[src/rtl/branch_sequencer_pkg.sv]
// Shared types and constants for the conditional-branch control sequencer.
// Holds the state encoding, opcodes, C2 condition codes and the strobe bundle.
package branch_sequencer_pkg;

    typedef enum logic [2:0] {
        ST_IDLE = 3'd0,
        ST_T0   = 3'd1,
        ST_T1   = 3'd2,
        ST_T2   = 3'd3,
        ST_T3   = 3'd4,
        ST_T4   = 3'd5,
        ST_T5   = 3'd6,
        ST_T6   = 3'd7
    } state_t;

    localparam logic [4:0] OP_LD  = 5'b00000;
    localparam logic [4:0] OP_ST  = 5'b00010;
    localparam logic [4:0] OP_ADD = 5'b00011;
    localparam logic [4:0] OP_BR  = 5'b10010;

    typedef enum logic [1:0] {
        CZR = 2'b00,
        CNZ = 2'b01,
        CPL = 2'b10,
        CMI = 2'b11
    } cond_t;

    typedef struct packed {
        logic pc_out;
        logic mar_in;
        logic inc_pc;
        logic zlow_in;
        logic zlow_out;
        logic pc_in;
        logic read;
        logic mdr_in;
        logic mdr_out;
        logic ir_in;
        logic gra;
        logic r_out;
        logic y_in;
        logic c_out;
        logic add;
        logic con_in;
        logic busy;
        logic done;
        logic illegal;
    } strobes_t;

    // Branch condition from the bus summary bits (zero flag and sign bit).
    function automatic logic cond_met(input cond_t cond, input logic is_zero,
                                      input logic is_neg);
        case (cond)
            CZR:     return is_zero;
            CNZ:     return !is_zero;
            CPL:     return !is_neg;
            default: return is_neg;
        endcase
    endfunction

endpackage

[src/rtl/branch_sequencer_if.sv]
// Datapath-facing signal bundle of the branch sequencer.
// The master side (datapath or bench) drives start/ir/bus_in; the sequencer drives the strobes.
interface branch_sequencer_if #(parameter int DATA_WIDTH = 32);

    logic                  start;
    logic [DATA_WIDTH-1:0] ir;
    logic [DATA_WIDTH-1:0] bus_in;

    logic PCout, MARin, IncPC, Zlowin, Zlowout, PCin, Read, MDRin;
    logic MDRout, IRin, Gra, Rout, Yin, Cout, ADD, con_in;
    logic con_out, busy, done, illegal;

    modport master (
        output start, ir, bus_in,
        input  PCout, MARin, IncPC, Zlowin, Zlowout, PCin, Read, MDRin,
        input  MDRout, IRin, Gra, Rout, Yin, Cout, ADD, con_in,
        input  con_out, busy, done, illegal
    );

    modport slave (
        input  start, ir, bus_in,
        output PCout, MARin, IncPC, Zlowin, Zlowout, PCin, Read, MDRin,
        output MDRout, IRin, Gra, Rout, Yin, Cout, ADD, con_in,
        output con_out, busy, done, illegal
    );

endinterface

[src/rtl/branch_sequencer_con_ff_logic.sv]
// CON flip-flop: decodes the C2 condition against the bus and latches the
// result when con_in is asserted; holds otherwise.
module con_ff_logic
    import branch_sequencer_pkg::*;
#(
    parameter int DATA_WIDTH = 32
) (
    input  logic                  clock,
    input  logic                  clear,
    input  logic [1:0]            cond,
    input  logic [DATA_WIDTH-1:0] bus_in,
    input  logic                  con_in,
    output logic                  con_out
);

    logic con_reg;
    logic bus_zero;
    logic con_next;

    assign bus_zero = (bus_in == '0);
    assign con_next = cond_met(cond_t'(cond), bus_zero, bus_in[DATA_WIDTH-1]);

    always_ff @(posedge clock) begin
        if (clear) begin
            con_reg <= 1'b0;
        end else if (con_in) begin
            con_reg <= con_next;
        end
    end

    assign con_out = con_reg;

endmodule

[src/rtl/branch_sequencer.sv]
// Fetch + conditional-branch execute sequencer. Strobes are a Moore decode of
// the state register, refined in T3/T6 by the IR opcode and the CON flip-flop.
module branch_sequencer
    import branch_sequencer_pkg::*;
#(
    parameter int         DATA_WIDTH = 32,
    parameter logic [4:0] BR_OPCODE  = OP_BR
) (
    input  logic                clock,
    input  logic                clear,
    branch_sequencer_if.slave   sif
);

    state_t   state_reg;
    strobes_t strobes;
    logic     opcode_match;
    logic     con_out;

    assign opcode_match = (sif.ir[31:27] == BR_OPCODE);

    always_ff @(posedge clock) begin
        if (clear) begin
            state_reg <= ST_IDLE;
        end else begin
            case (state_reg)
                ST_IDLE: if (sif.start) state_reg <= ST_T0;
                ST_T0:   state_reg <= ST_T1;
                ST_T1:   state_reg <= ST_T2;
                ST_T2:   state_reg <= ST_T3;
                ST_T3:   state_reg <= opcode_match ? ST_T4 : ST_IDLE;
                ST_T4:   state_reg <= ST_T5;
                ST_T5:   state_reg <= ST_T6;
                ST_T6:   state_reg <= sif.start ? ST_T0 : ST_IDLE;
                default: state_reg <= ST_IDLE;
            endcase
        end
    end

    always_comb begin
        strobes      = '0;
        strobes.busy = (state_reg != ST_IDLE);
        case (state_reg)
            ST_T0: begin
                strobes.pc_out  = 1'b1;
                strobes.mar_in  = 1'b1;
                strobes.inc_pc  = 1'b1;
                strobes.zlow_in = 1'b1;
            end
            ST_T1: begin
                strobes.zlow_out = 1'b1;
                strobes.pc_in    = 1'b1;
                strobes.read     = 1'b1;
                strobes.mdr_in   = 1'b1;
            end
            ST_T2: begin
                strobes.mdr_out = 1'b1;
                strobes.ir_in   = 1'b1;
            end
            ST_T3: begin
                strobes.gra     = opcode_match;
                strobes.r_out   = opcode_match;
                strobes.con_in  = opcode_match;
                strobes.illegal = !opcode_match;
            end
            ST_T4: begin
                strobes.pc_out = 1'b1;
                strobes.y_in   = 1'b1;
            end
            ST_T5: begin
                strobes.c_out   = 1'b1;
                strobes.add     = 1'b1;
                strobes.zlow_in = 1'b1;
            end
            ST_T6: begin
                // The branch is taken only if CON latched true back in T3.
                strobes.zlow_out = 1'b1;
                strobes.done     = 1'b1;
                strobes.pc_in    = con_out;
            end
            default: ;
        endcase
    end

    con_ff_logic #(.DATA_WIDTH(DATA_WIDTH)) u_con_ff (
        .clock   (clock),
        .clear   (clear),
        .cond    (sif.ir[20:19]),
        .bus_in  (sif.bus_in),
        .con_in  (strobes.con_in),
        .con_out (con_out)
    );

    assign sif.PCout   = strobes.pc_out;
    assign sif.MARin   = strobes.mar_in;
    assign sif.IncPC   = strobes.inc_pc;
    assign sif.Zlowin  = strobes.zlow_in;
    assign sif.Zlowout = strobes.zlow_out;
    assign sif.PCin    = strobes.pc_in;
    assign sif.Read    = strobes.read;
    assign sif.MDRin   = strobes.mdr_in;
    assign sif.MDRout  = strobes.mdr_out;
    assign sif.IRin    = strobes.ir_in;
    assign sif.Gra     = strobes.gra;
    assign sif.Rout    = strobes.r_out;
    assign sif.Yin     = strobes.y_in;
    assign sif.Cout    = strobes.c_out;
    assign sif.ADD     = strobes.add;
    assign sif.con_in  = strobes.con_in;
    assign sif.busy    = strobes.busy;
    assign sif.done    = strobes.done;
    assign sif.illegal = strobes.illegal;
    assign sif.con_out = con_out;

endmodule
[src/flat_wrapper.sv]
// flat-port wrapper written by rule: the top's interface ports become plain ports
module branch_sequencer_flat import branch_sequencer_pkg::*;
#(
    parameter int         DATA_WIDTH = 32,
    parameter logic [4:0] BR_OPCODE  = OP_BR
)
  (clock, clear, sif_start, sif_ir, sif_bus_in, sif_PCout, sif_MARin, sif_IncPC, sif_Zlowin, sif_Zlowout, sif_PCin, sif_Read, sif_MDRin, sif_MDRout, sif_IRin, sif_Gra, sif_Rout, sif_Yin, sif_Cout, sif_ADD, sif_con_in, sif_con_out, sif_busy, sif_done, sif_illegal);
  branch_sequencer_if #(.DATA_WIDTH(DATA_WIDTH)) sif_i ();
  input  logic clock;
  input  logic clear;
  input wire logic [$bits(sif_i.start)-1:0] sif_start;
  input wire logic [$bits(sif_i.ir)-1:0] sif_ir;
  input wire logic [$bits(sif_i.bus_in)-1:0] sif_bus_in;
  output wire logic [$bits(sif_i.PCout)-1:0] sif_PCout;
  output wire logic [$bits(sif_i.MARin)-1:0] sif_MARin;
  output wire logic [$bits(sif_i.IncPC)-1:0] sif_IncPC;
  output wire logic [$bits(sif_i.Zlowin)-1:0] sif_Zlowin;
  output wire logic [$bits(sif_i.Zlowout)-1:0] sif_Zlowout;
  output wire logic [$bits(sif_i.PCin)-1:0] sif_PCin;
  output wire logic [$bits(sif_i.Read)-1:0] sif_Read;
  output wire logic [$bits(sif_i.MDRin)-1:0] sif_MDRin;
  output wire logic [$bits(sif_i.MDRout)-1:0] sif_MDRout;
  output wire logic [$bits(sif_i.IRin)-1:0] sif_IRin;
  output wire logic [$bits(sif_i.Gra)-1:0] sif_Gra;
  output wire logic [$bits(sif_i.Rout)-1:0] sif_Rout;
  output wire logic [$bits(sif_i.Yin)-1:0] sif_Yin;
  output wire logic [$bits(sif_i.Cout)-1:0] sif_Cout;
  output wire logic [$bits(sif_i.ADD)-1:0] sif_ADD;
  output wire logic [$bits(sif_i.con_in)-1:0] sif_con_in;
  output wire logic [$bits(sif_i.con_out)-1:0] sif_con_out;
  output wire logic [$bits(sif_i.busy)-1:0] sif_busy;
  output wire logic [$bits(sif_i.done)-1:0] sif_done;
  output wire logic [$bits(sif_i.illegal)-1:0] sif_illegal;
  assign sif_i.start = sif_start;
  assign sif_i.ir = sif_ir;
  assign sif_i.bus_in = sif_bus_in;
  assign sif_PCout = sif_i.PCout;
  assign sif_MARin = sif_i.MARin;
  assign sif_IncPC = sif_i.IncPC;
  assign sif_Zlowin = sif_i.Zlowin;
  assign sif_Zlowout = sif_i.Zlowout;
  assign sif_PCin = sif_i.PCin;
  assign sif_Read = sif_i.Read;
  assign sif_MDRin = sif_i.MDRin;
  assign sif_MDRout = sif_i.MDRout;
  assign sif_IRin = sif_i.IRin;
  assign sif_Gra = sif_i.Gra;
  assign sif_Rout = sif_i.Rout;
  assign sif_Yin = sif_i.Yin;
  assign sif_Cout = sif_i.Cout;
  assign sif_ADD = sif_i.ADD;
  assign sif_con_in = sif_i.con_in;
  assign sif_con_out = sif_i.con_out;
  assign sif_busy = sif_i.busy;
  assign sif_done = sif_i.done;
  assign sif_illegal = sif_i.illegal;
  branch_sequencer #(.DATA_WIDTH(DATA_WIDTH), .BR_OPCODE(BR_OPCODE)) u_core (.clock(clock), .clear(clear), .sif(sif_i));
endmodule
[config.mk]
export PLATFORM = sky130hd
export DESIGN_NAME = branch_sequencer_flat
export DESIGN_NICKNAME = d
export VERILOG_FILES = /design/src/rtl/branch_sequencer_pkg.sv /design/src/rtl/branch_sequencer_if.sv /design/src/rtl/branch_sequencer_con_ff_logic.sv /design/src/rtl/branch_sequencer.sv /design/src/flat_wrapper.sv
export SDC_FILE = /design/constraint.sdc
export NUM_CORES = 1
export LEC_CHECK = 0
export ABC_CLOCK_PERIOD_IN_PS = 2000
export CAP_MARGIN = 20
export CORE_UTILIZATION = 20
export CTS_BUF_LIST = sky130_fd_sc_hd__clkbuf_8
export CTS_CLUSTER_DIAMETER = 30
export DETAILED_ROUTE_END_ITERATION = 12
export GPL_TIMING_DRIVEN = 0
export PLACE_DENSITY = 0.78
export SLEW_MARGIN = 20
export SYNTH_ARGS = -nofsm -noshare
export SYNTH_HDL_FRONTEND = slang
export SYNTH_HIERARCHICAL = 1
export SYNTH_SLANG_ARGS = --single-unit
export TNS_END_PERCENT = 100
[constraint.sdc]
create_clock -name clock -period 2 [get_ports clock]
set_clock_uncertainty 0.2 [all_clocks]
set_input_delay 0.3 -clock clock [delete_from_list [all_inputs] [get_ports clock]]
set_output_delay 0.3 -clock clock [all_outputs]
set_load 0.05 [all_outputs]
; Word level (Yosys, flattened, before mapping)
; Cells that the tools add are included.
[word_totals]
regBits = 4
input_bits = 67
out_inout_bits = 20
elab_cells = 39
[op_classes]
eq_ne = 11
muxes = 17
reduce_logical = 9
[ops]
columns = cell, n
row1 = 32-bit zero test, 1
row2 = 3-bit case mux with 8 select lines, 1
row3 = "3-bit == test, second input constant", 4
row4 = 2-bit two-way mux, 5
row5 = 1-bit two-way mux, 7
row6 = "3-bit by 2-bit == test with 1-bit output, second input constant", 2
row7 = 3-bit two-way mux, 2
row8 = "5-bit == test, second input constant", 1
row9 = 2-bit case mux with 2 select lines, 1
row10 = 2-bit OR reduction, 2
row11 = "3-bit by 1-bit == test with 1-bit output, second input constant", 1
row12 = 1-bit zero test, 3
row13 = 3-bit zero test, 1
row14 = 1-bit case mux with 3 select lines, 1
row15 = 3-bit nonzero test, 1
row16 = "2-bit by 1-bit == test with 1-bit output, second input constant", 1
row17 = "2-bit == test, second input constant", 1
row18 = 2-bit zero test, 1
row19 = "2-bit inequality test, second input constant", 1

; Depth between registers and ports, before layout
[logic_depth]
word_depth = 3
mapped_depth = 6
ltp_nobuf = 6

; Hierarchy
; The synthesis kept the hierarchy.
[modules_own_cells]
columns = mod, instances, cells_each, area_each_um2
row1 = branch_sequencer, 1, 42, 322.8
row2 = con_ff_logic, 1, 22, 142.6

; Least setup slack after synthesis
; No wires, ideal clock.
[synth_path]
path_type = reg2out
start = register u_core.state_reg[1]
end = output port sif_Zlowout
arrival_time_ns = 2.237
slack_ns = -0.737
path_stages_with_launch = 4
n_path_buf = 1
path_cell_list = dfxtp_1 buf_2 nor3b_1 or2_2
[synth_between]
elab_chain_len = 2
elab_cells_between_ends = 3
[synth_rtl]
columns = element, line
row1 = start: declaration, branch_sequencer.sv:14  ; state_t state_reg;
row2 = start signal: assignment, branch_sequencer.sv:30  ; ST_T3: state_reg <= opcode_match ? ST_T4 : ST_IDLE;
row3 = start signal: assignment, branch_sequencer.sv:33  ; ST_T6: state_reg <= sif.start ? ST_T0 : ST_IDLE;
row4 = 3-bit == test or 3-bit by 2-bit == test with 1-bit output (tied branches), branch_sequencer.sv:42  ; case (state_reg)
row5 = 2-bit case mux with 2 select lines *, branch_sequencer.sv:42
row6 = end: declaration, flat_wrapper.sv:18  ; output wire logic [$bits(sif_i.Zlowout)-1:0] sif_Zlowout;
; Every way passes the cells marked *; elsewhere a longest branch is shown, timed or not.

; Worst setup path in the final report
[layout_path]
start = input port sif_ir[20]
end = register u_core.u_con_ff.con_reg (netlist: u_core/u_con_ff/con_out)
[layout_between]
elab_chain_len = 2
elab_cells_between_ends = 4
[layout_rtl]
columns = element, line
row1 = start: declaration, flat_wrapper.sv:12  ; input wire logic [$bits(sif_i.ir)-1:0] sif_ir;
row2 = 2-bit == test (tied with other cells), branch_sequencer_pkg.sv:53  ; case (cond)
row3 = 1-bit case mux with 3 select lines *, branch_sequencer_pkg.sv:53
row4 = end signal: assignment, branch_sequencer_con_ff_logic.sv:27  ; con_reg <= con_next;
row5 = end: declaration, branch_sequencer_con_ff_logic.sv:16  ; logic con_reg;
; Marks and branches as above.
; A chain may end at the register's enable or synchronous reset.

==> summary.md <==
| Metric | Value |
|---|---|
| CTS Hold Buffers Added | 0 |
| DRC viols | 0 |
| Crit path max fanout | 2 |
| Mux cell area share after synthesis | 0% |
| Clock-pin slew on the worst setup and hold paths | 0.03 ns |
| Hold Path Cell Cnt | 3 |
| P_sw | about 0.16 mW |
| Seq/Total Area, Yosys | approximately 17% |
| GR Overflow Total | 0 |
| Routed len/inst | ~11 um |
| Vias in the first global route | 756 |
| Crit path DAT | between 1.5 and 2 ns |
| Pre-antenna DRT Iters | 4 |
| Area share of xor/xnor cells in the synthesized design | 0% |
| Sw frac | between 30% and 40% |
| Initial antenna violation count | 0 |
| Post-synthesis area per instance | ~7.3 um^2 |
| Largest register FFs | 3 |
| Final Critical Period | just over 2 ns |
| # setup viols final | 1 |
| Hold Slack | 0.240 ns |
| HPWL after DPL | around 1500 um |
| Initial core utilization | a little over a fifth |
| Largest net degree at the start of global routing | 11 |
| CTS tree | built |
| P&R area growth vs syn | 152% |
| First-pass GRT wire length | about 2800 um |
| Maximum clock frequency | 495 MHz |
| CP startpoint | sif_ir[20] |
| Max Cap Violations | 0 |
| Final std cells w/o fill | roughly 160 |
| Commonest non-fill, non-tap cell in the layout | clkdlybuf4s50_1 |
| FF-to-FF path depth | 6 |
| Adder-Cell Fraction of Synth Area | 0% |
| CTS H-Tree Depth | 1 |
| Synth Area in Simple Gates | a little under three fifths |
| Routed wire length | about 1800 um |
| Total GRT Usage | between 10% and 20% |
| Die area | ~0.0025 mm^2 |
| Synth Area in Compound Gates | a little under an eighth |
| Pwr Total | between 0.4 and 0.5 mW |
| Gp weighted congestion | between 0.6 and 0.7 |
| Main area contributors after synthesis | dfxtp_1 (17%), nor4_1 (11%), buf_4 (9.7%), nor2_1 (7.3%), nor4b_4 (5.1%) |
| Max-slew violations | 0 |
| Fraction of layout cells with a size suffix above 1 | 33.8% |
| Worst vdd ir | approximately 350 uV |
| Combinational power share | a little under half |
| Crit Path Category | input port to flip-flop |
| Vias per Instance | about 4.8 |
| Crit. End Element | flip-flop |
| Via Count | 753 |
| Pre-CTS setup slack | -0.812 ns |
| DRT antenna net count | 0 |
| Root buffer cell | clkbuf_8 |
| ANT cells | 0 |
| Number of I/O port buffers | 61 |
| Detailed router's first-iteration violation count | 4 |
| Clock buffer depth | 2 |
| Slew at the pin closest to its max-slew limit | around 0.5 ns |
| Int Pwr | 0.327 mW |
| CP Launch Type | input port |
| Yosys top cell by area | dfxtp_1 |
| Setup crit end | u_core/u_con_ff/con_out |
| Failing checks | setup timing |
| Clock Latency Late Sink | 0.22 ns |
| Number of library cell types mapped by synthesis | 33 |
| Run status | finished, violations left |
| Worst path required time | 1.91 ns |
| Post-synthesis register bit count | 4 |
| Row cnt | 17 |
| Syn Nets | about 130 |
| Setup TNS | -0.0200 ns |
| Reg-to-Reg End | u_core/u_con_ff/con_out |
| CORE AREA | around 0.0022 mm^2 |
| Post-route setup slack | -0.0200 ns |
| P_leak | between 0.5 and 0.6 nW |
| Die width | about 50 um |
| Reg2reg start | u_core/state_reg[0] |
| Share of the synthesized area in the top cell type | between 10% and 20% |
| Clock network power share | about a third |
| Largest family of logic cells by synthesized area | simple AND/OR/NAND/NOR gates |
| Slew margin rel. | between 60% and 70% |
| Post-synthesis cell count | 64 |
| I/O pin count | 87 |
| Warnings, synthesis | 6 |
| Placed cell count | 153 |
| Mapped cell area | 465 um^2 |
| R2r setup slk | between 0.15 and 0.2 ns |
| Num CTS Buffers | 3 |
| PD cells | approximately 420 mW/mm^2 |
| Fin crit share | 101% |
| Die Height | around 50 um |
| Clk sinks | 4 |
| RSZ-0062 raised after global routing | yes |
| Worst Hold Class | input port to flip-flop |
| Final nets | ~200 |
| Share of total power in sequential cells | approximately 18% |
| Most frequent cells in the layout | clkdlybuf4s50_1 (37), buf_4 (10), buf_2 (8) |
| Hold Fails Final Rpt | 0 |
[cell usage after synthesis]
cell type,number
nor2_1,9
nor4_1,8
buf_4,6
nand2_1,5
dfxtp_1,4
nor3b_1,3
a31oi_1,2
buf_2,2
a21o_1,1
a21oi_1,1
a311oi_1,1
and2_1,1
and3_1,1
and3_2,1
and3b_1,1
and4_1,1
and4b_1,1
buf_6,1
inv_1,1
nand2b_1,1
nand3_1,1
nand4_1,1
nand4b_1,1
nor2b_1,1
nor3_1,1
nor4b_4,1
o21ai_0,1
o22ai_1,1
o31a_1,1
or2_2,1
or2b_1,1
or3_1,1
or4_1,1
[stage by stage]
step	utilization (%)	area, um^2
after floorplan	-	478
after global placement	50.8	1120
after detailed placement	50.8	1120
after CTS	52.8	1170
after global routing	53.0	1170
final	53.0	1170
[power by group through the flow]
stage	clock (mW)	combinational, mW	sequential [mW]
after floorplan	0	0.117	0.0876
after global placement	0	0.239	0.0879
after detailed placement	0	0.243	0.0884
after CTS	0.173	0.231	0.0873
after global routing	0.183	0.244	0.0883
final	0.169	0.231	0.0880
[how the worst min path moves through the flow]
stage                                    from                   to
after floorplan                         clear  u_core/state_reg[1]
after global placement    u_core/state_reg[2]  u_core/state_reg[2]
after detailed placement  u_core/state_reg[2]  u_core/state_reg[2]
after CTS                          sif_ir[29]  u_core/state_reg[0]
after global routing               sif_ir[31]  u_core/state_reg[0]
final                              sif_ir[31]  u_core/state_reg[0]
[cells by family (layout without fill, tap and decap cells)]
| logic type | Yosys count | in the layout |
|---|---|---|
| AND/OR/NAND/NOR | 42 | 42 |
| flip-flops | 4 | 4 |
| AO/OA/AOI/OAI | 8 | 8 |
| buffers and inverters | 10 | 76 |
[per-layer routing]
metal / GRT usage [%] / up-vias / share of wire, %
met5: 0 / - / 0
met3: 4.85 / 0 / 11
met4: 2.86 / 0 / 0
met1: 13.4 / 339 / 35
met2: 29.1 / 47 / 54
li1: - / 367 / -
[area by class of cell]
type | count | area [um^2]
Inverter | 1 | 3.75
Clock buffer | 3 | 41.3
Tap cell | 28 | 35.0
Fill cell | 222 | 1040
Buffer | 9 | 68.8
Sequential cell | 4 | 81.3
Timing Repair Buffer | 63 | 591
Multi-Input combinational cell | 50 | 352
[timing repair]
action	4_1_cts	5_1_grt
gates resized for setup	85	15
endpoints found under the setup margin	20	14
buffers inserted	2	0
pin swaps	3	1
[critical path: stages]
cell and delay [ns]:
clkdlybuf4s50_1 0.43, nor4_1 0.31, nand4_1 0.16, or4_1 0.55
and4_1 0.18
Power figures use the tool's default switching activity.
